==> config.mk <==
export PLATFORM = sky130hd
export DESIGN_NAME = ram_dma
export DESIGN_NICKNAME = d
export VERILOG_FILES = /design/src/rtl/ram_dma_pkg.sv /design/src/rtl/ram_if.sv /design/src/rtl/ram_dma.sv
export SDC_FILE = /design/constraint.sdc
export NUM_CORES = 1
export LEC_CHECK = 0
export CORE_ASPECT_RATIO = 1.1
export CORE_MARGIN = 2
export CORE_UTILIZATION = 54
export CTS_CLUSTER_SIZE = 30
export DETAILED_ROUTE_END_ITERATION = 16
export PLACE_DENSITY_LB_ADDON = 0.15
export SKIP_LAST_GASP = 1
export SYNTH_ARGS = -nofsm -noshare
export SYNTH_HDL_FRONTEND = slang
export SYNTH_SLANG_ARGS = --single-unit
export TNS_END_PERCENT = 50
==> constraint.sdc <==
create_clock -name clk -period 13.89 [get_ports clk]
set_input_delay 3.4725 -clock clk [delete_from_list [all_inputs] [get_ports clk]]
set_output_delay 3.4725 -clock clk [all_outputs]
set_load 0.005 [all_outputs]
==> src/rtl/ram_dma_pkg.sv <==
// Shared types for the RAM block-move engine: command mode and FSM state.
package ram_dma_pkg;

  typedef enum logic {
    DMA_COPY = 1'b0,
    DMA_FILL = 1'b1
  } dma_mode_e;

  typedef enum logic [1:0] {
    IDLE  = 2'd0,
    RD    = 2'd1,
    DRAIN = 2'd2,
    DONE  = 2'd3
  } dma_state_e;

endpackage

==> src/rtl/ram_if.sv <==
// Port bundle of the true dual-port single-clock RAM.
// The sys modport is the master side driven by ram_dma; ram is the memory side.
interface ram_if #(
  parameter int AW = 16,
  parameter int DW = 16
);
  logic          w_a;
  logic [AW-1:0] a_a;
  logic [DW-1:0] d_a;
  logic [DW-1:0] q_a;
  logic          w_b;
  logic [AW-1:0] a_b;
  logic [DW-1:0] d_b;
  logic [DW-1:0] q_b;

  modport sys (output w_a, a_a, d_a, w_b, a_b, d_b, input q_a, q_b);
  modport ram (input w_a, a_a, d_a, w_b, a_b, d_b, output q_a, q_b);
endinterface

==> src/rtl/ram_dma.sv <==
// Block COPY (port A read -> port B write) / FILL (port B constant write)
// master for a true dual-port single-clock RAM with 1-cycle read latency.
// Optional macro RAM_DMA_CSUM_EN adds a csum output: XOR of all words
// written by the last accepted command.
//
// state | meaning
// IDLE  | waiting for start; rejects forward-overlapping COPY
// RD    | COPY: issue read on A (write of previous word on B); FILL: write on B
// DRAIN | COPY: final write of the word read in the last RD cycle
// DONE  | one-cycle completion, busy still high, start ignored
module ram_dma
  import ram_dma_pkg::*;
#(
  parameter int AW = 16,
  parameter int DW = 16
) (
  input  logic          clk,
  input  logic          rst,
  input  logic          start,
  input  logic          mode,
  input  logic [AW-1:0] src,
  input  logic [AW-1:0] dst,
  input  logic [AW:0]   len,
  input  logic [DW-1:0] fill_val,
  output logic          busy,
  output logic          done,
  output logic          err,
  output logic          w_a,
  output logic [AW-1:0] a_a,
  output logic [DW-1:0] d_a,
  input  logic [DW-1:0] q_a,
  output logic          w_b,
  output logic [AW-1:0] a_b,
  output logic [DW-1:0] d_b,
  input  logic [DW-1:0] q_b
`ifdef RAM_DMA_CSUM_EN
  ,
  output logic [DW-1:0] csum
`endif
);

  dma_state_e    state_q, state_d;
  dma_mode_e     mode_q;
  logic [DW-1:0] fill_q;
  logic [AW-1:0] dst_q;
  logic [AW-1:0] a_a_q;
  logic [AW-1:0] a_b_q;
  logic [AW:0]   rem_q;
  logic          w_b_q;
  logic          err_q;

  logic          busy_c;
  logic          done_c;
  logic [DW-1:0] d_b_c;
  logic [AW-1:0] offset;
  logic          len_zero;
  logic          reject;
  logic          last_word;
  logic          unused_q_b;

  ram_if #(.AW(AW), .DW(DW)) u_ram_if ();

  // A write to dst+j while port A still has to read src+i (i>j) collides
  // when dst-src falls in [1, len-1]; such COPY commands are refused.
  assign offset    = dst - src;
  assign len_zero  = (len == '0);
  assign reject    = (dma_mode_e'(mode) == DMA_COPY) && (offset != '0) &&
                     ({1'b0, offset} < len);
  assign last_word = (rem_q == (AW+1)'(1));

  // State register.
  always_ff @(posedge clk) begin
    if (rst) state_q <= IDLE;
    else     state_q <= state_d;
  end

  // Next-state logic.
  always_comb begin
    state_d = state_q;
    case (state_q)
      IDLE: begin
        if (start) begin
          if (len_zero)     state_d = DONE;
          else if (!reject) state_d = RD;
        end
      end
      RD: begin
        if (last_word) state_d = (mode_q == DMA_COPY) ? DRAIN : DONE;
      end
      DRAIN:   state_d = DONE;
      DONE:    state_d = IDLE;
      default: state_d = IDLE;
    endcase
  end

  // Status and write data; COPY data comes straight from the port A read.
  always_comb begin
    busy_c = (state_q != IDLE);
    done_c = (state_q == DONE);
    d_b_c  = (mode_q == DMA_FILL) ? fill_q : u_ram_if.q_a;
  end

  // Command latch, address/word counters and registered RAM controls.
  always_ff @(posedge clk) begin
    if (rst) begin
      mode_q <= DMA_COPY;
      fill_q <= '0;
      dst_q  <= '0;
      a_a_q  <= '0;
      a_b_q  <= '0;
      rem_q  <= '0;
      w_b_q  <= 1'b0;
      err_q  <= 1'b0;
    end else begin
      err_q <= 1'b0;
      case (state_q)
        IDLE: begin
          if (start) begin
            mode_q <= dma_mode_e'(mode);
            fill_q <= fill_val;
            dst_q  <= dst;
            rem_q  <= len;
            if (reject) begin
              err_q <= 1'b1;
            end else if (!len_zero) begin
              if (dma_mode_e'(mode) == DMA_FILL) begin
                w_b_q <= 1'b1;
                a_b_q <= dst;
              end else begin
                a_a_q <= src;
              end
            end
          end
        end
        RD: begin
          rem_q <= rem_q - (AW+1)'(1);
          if (mode_q == DMA_COPY) begin
            w_b_q <= 1'b1;
            a_b_q <= w_b_q ? (a_b_q + AW'(1)) : dst_q;
            if (!last_word) a_a_q <= a_a_q + AW'(1);
          end else if (last_word) begin
            w_b_q <= 1'b0;
          end else begin
            a_b_q <= a_b_q + AW'(1);
          end
        end
        DRAIN:   w_b_q <= 1'b0;
        default: ;
      endcase
    end
  end

`ifdef RAM_DMA_CSUM_EN
  logic [DW-1:0] csum_q;

  // Fold every written word; restart on each accepted command.
  always_ff @(posedge clk) begin
    if (rst)                                         csum_q <= '0;
    else if (state_q == IDLE && start && !reject)    csum_q <= '0;
    else if (w_b_q)                                  csum_q <= csum_q ^ d_b_c;
  end

  assign csum = csum_q;
`endif

  assign u_ram_if.w_a = 1'b0;
  assign u_ram_if.a_a = a_a_q;
  assign u_ram_if.d_a = '0;
  assign u_ram_if.w_b = w_b_q;
  assign u_ram_if.a_b = a_b_q;
  assign u_ram_if.d_b = d_b_c;
  assign u_ram_if.q_a = q_a;
  assign u_ram_if.q_b = q_b;

  assign w_a  = u_ram_if.w_a;
  assign a_a  = u_ram_if.a_a;
  assign d_a  = u_ram_if.d_a;
  assign w_b  = u_ram_if.w_b;
  assign a_b  = u_ram_if.a_b;
  assign d_b  = u_ram_if.d_b;
  assign busy = busy_c;
  assign done = done_c;
  assign err  = err_q;

  assign unused_q_b = ^u_ram_if.q_b;

endmodule

==> impl_metrics.yaml <==
sta:
  finalHoldViolCount: 0
  fin_crit_sh_pct: 58.0
  rsz0062_at_grt: "false"
  fin_tns_setup_ps: 0
  timing.fmax_mhz: 124
  worst_pin_slew_ps: 1040
  setup_violations: 0
  drv_slew: 0
  finalCriticalPeriod_ps: 8060
  finalClockSkew_ps: 10.7
  max-slew-margin-rel_pct: 30.7
  worst_slack_ps: 5830
  timing.hold.ws_ps: 455
worst_setup_path:
  r2r-end: "rem_q[0]$_SDFFE_PP0P_"
  path_class: "in -> out"
  critPathLaunch: "q_a[0]"
  cp-start-kind: "input pin"
  arrival_ps: 4590
  cp-end-kind: "output pin"
  worstReg2RegStart: "state_q[1]$_SDFFE_PP0P_"
  worst-path-max-fanout: 1
  critPathCapture: "d_b[0]"
  cp.required_ps: 10420
  rr_worst_depth: 8
  r2r_setup_slack_ps: 10600
cts:
  clockRootBuffer: "clkbuf_16"
  ctsResizeCount: 0
  cts_max_path_buffers: 2
  cts.sinks: 86
  postCtsSetupBuffers: 0
  htree_levels: 3
  cts_hold_buf: 0
  cts_tree: "yes"
  clkTransAtPathRegs_ps: 70
  numCtsBuffers: 9
  clk_latency_ps: 350
die:
  start_util_pct: 55.4
  die_area_um2: 12600
  core_area_um2: 11400
  row_count: 41
  dieHeight_um: 118
  die_w_um: 107
  ios: 170
routing:
  post_drt_wl_per_cell_um: 16.5
  drcViolationCount: 0
  vias_per_cell: 5.92
  num_vias: 6605
  dr.pass1.iters: 6
  wl_um: 18400
  antenna_left: 0
  drt_iter0_drc: 533
global_routing:
  antenna_found_initial: 0
  grt_pass1_wl_um: 30000
  grt_pass1_vias: 6161
  gr-usage-all-layers_pct: 29.1
  grt_max_degree: 85
  gr-total-overflow: 0
logic_synthesis:
  async_flop_share_pct: 0
  synth_edf_count: 0
  yosysUniqueCellTypes: 68
  netlist_area_um2: 6340
  syn_avg_cell_area_um2: 7.43
  synth_flop_cell: "dfxtp_1"
  ys_seq_elements: 86
  synthCells: 854
  yosys_warnings: 0
  seq_area_frac_synth_pct: 27.2
pwr:
  p_sw_uw: 584
  total_leakage_power_uw: 0.00310
  power_frac_clock_pct: 18.7
  p_seq_share_pct: 30.5
  switching_share_pct: 43.1
  internal_power_uw: 770
  power_uw: 1350
  irDropWorstVdd_uv: 152
  p_per_area_nw_per_um2: 169
  combPwrFrac_pct: 50.8
final_layout:
  nNetsFinal: 1101
  fill_cells: 964
  area_growth_pct: 26.2
  stdcell_count: 1116
  drive_gt1_share_pct: 6.00
  antennaDiodeCount: 0
placed_design:
  pre_cts_ws_ps: 5820
  gp_congestion: 0.941
  placed_cells: 1100
  hpwl_um: 13300
  io_buffers: 136
min_path:
  hold_class: "reg -> reg"
  min-delay-start: "fill_q[11]$_SDFFE_PP0P_"
run:
  cap_violations: 0
status:
  status: "finished, final reports clean"
==> cells by family after synthesis <==
| kind of cell | after synthesis | synth area share (%) |
|---|---|---|
| compound gates | 251 | 25.9 |
| xor+xnor | 21 | 2.90 |
| fa+ha+maj | 39 | 7.81 |
| buf+inv | 111 | 7.66 |
| flops | 86 | 27.2 |
| mux | 38 | 6.31 |
| other cells | 1 | 0.0591 |
| simple gates | 307 | 22.2 |
==> sequential cells by signal, indices dropped and copies added, names as in the netlist <==
register	count
a_a	16
a_b	16
dst_q	16
err	1
fill_q	16
mode_q	1
rem_q	17
state_q	2
w_b	1
==> metal layers <==
layer  wire [um]  track usage (%)  share of wire [%]
met5           0                0                  0
met4         231             8.44                1.3
met1        7920             38.3                 43
met3        1640             5.37                8.9
met2        8580             48.3                 47
==> power by group through the flow <==
stage	logic [uW]	registers, uW	clock network (uW)
after global placement	667	414	0
after global routing	765	426	266
after floorplan	464	394	0
after CTS	682	411	257
after detailed placement	678	416	0
final	688	413	254
==> worst min-delay path by stage <==
stage                                          to  slack, ps  cells past startpoint
after floorplan            fill_q[0]$_SDFFE_PP0P_        430                      2
after global placement     dst_q[15]$_SDFFE_PP0P_        440                      2
after detailed placement  fill_q[11]$_SDFFE_PP0P_        450                      2
after CTS                 fill_q[11]$_SDFFE_PP0P_        460                      2
after global routing        dst_q[0]$_SDFFE_PP0P_        480                      2
final                     fill_q[11]$_SDFFE_PP0P_        460                      2
==> Yosys cell counts (all sizes together), types with 5 or more instances <==
library cell,instances,area [um^2]
nor2,68,255
buf,23,154
a22oi,6,45.0
or3,7,43.8
and3,8,50.1
o21ai,57,289
mux2i,22,220
nor2b,6,37.5
a31oi,9,56.3
o22ai,9,56.3
nand2,131,494
mux2,16,180
and2,6,37.5
a21oi,72,364
xor2,10,87.6
ha,38,475
o32ai,7,61.3
o211ai,5,37.5
nor4,11,68.8
nor3,18,90.1
nand3,20,100
clkbuf,40,151
a211oi,33,248
inv,48,180
dfxtp,86,1720
nand4,13,81.3
xnor2,11,96.3
a21o,14,105
==> critical path, cell delays in order <==
cell             delay (ps)
clkdlybuf4s50_1         390
mux2_2                  260
clkdlybuf4s50_1         470
==> through the flow <==
step           instance area, um^2  utilization (%)
2_1_floorplan                 6400                -
3_3_place_gp                  7700             67.3
3_5_place_dp                  7700             67.3
4_1_cts                       8010             70.0
5_1_grt                       8010             70.0
6_report                      8010             70.0
==> cells in the final DEF, fill, tap and decap left out, types with 14 or more instances in the layout <==
| cell | Yosys | final |
|---|---|---|
| nor2_1 | 68 | 67 |
| o21ai_0 | 53 | 53 |
| mux2_2 | 16 | 16 |
| nand3_1 | 20 | 20 |
| inv_1 | 48 | 48 |
| conb_1 | 1 | 17 |
| mux2i_1 | 22 | 22 |
| a21oi_1 | 71 | 71 |
| dfxtp_1 | 86 | 86 |
| clkdlybuf4s50_1 | 0 | 135 |
| nor3_1 | 18 | 17 |
| ha_1 | 38 | 37 |
| a21o_1 | 14 | 14 |
| nand2_1 | 130 | 130 |
| a211oi_1 | 33 | 33 |
==> layout make-up <==
class	instances	area (um^2)	area share [%]
repair buffers	143	1410	17.6
multi-input cells	673	4200	52.5
clock buffers	9	225	2.81
inverters	48	180	2.25
flip-flops and latches	86	1720	21.5
clock inverters	7	77.6	0.969
well taps	150	188	2.34
(Power assumes the default switching activity.)
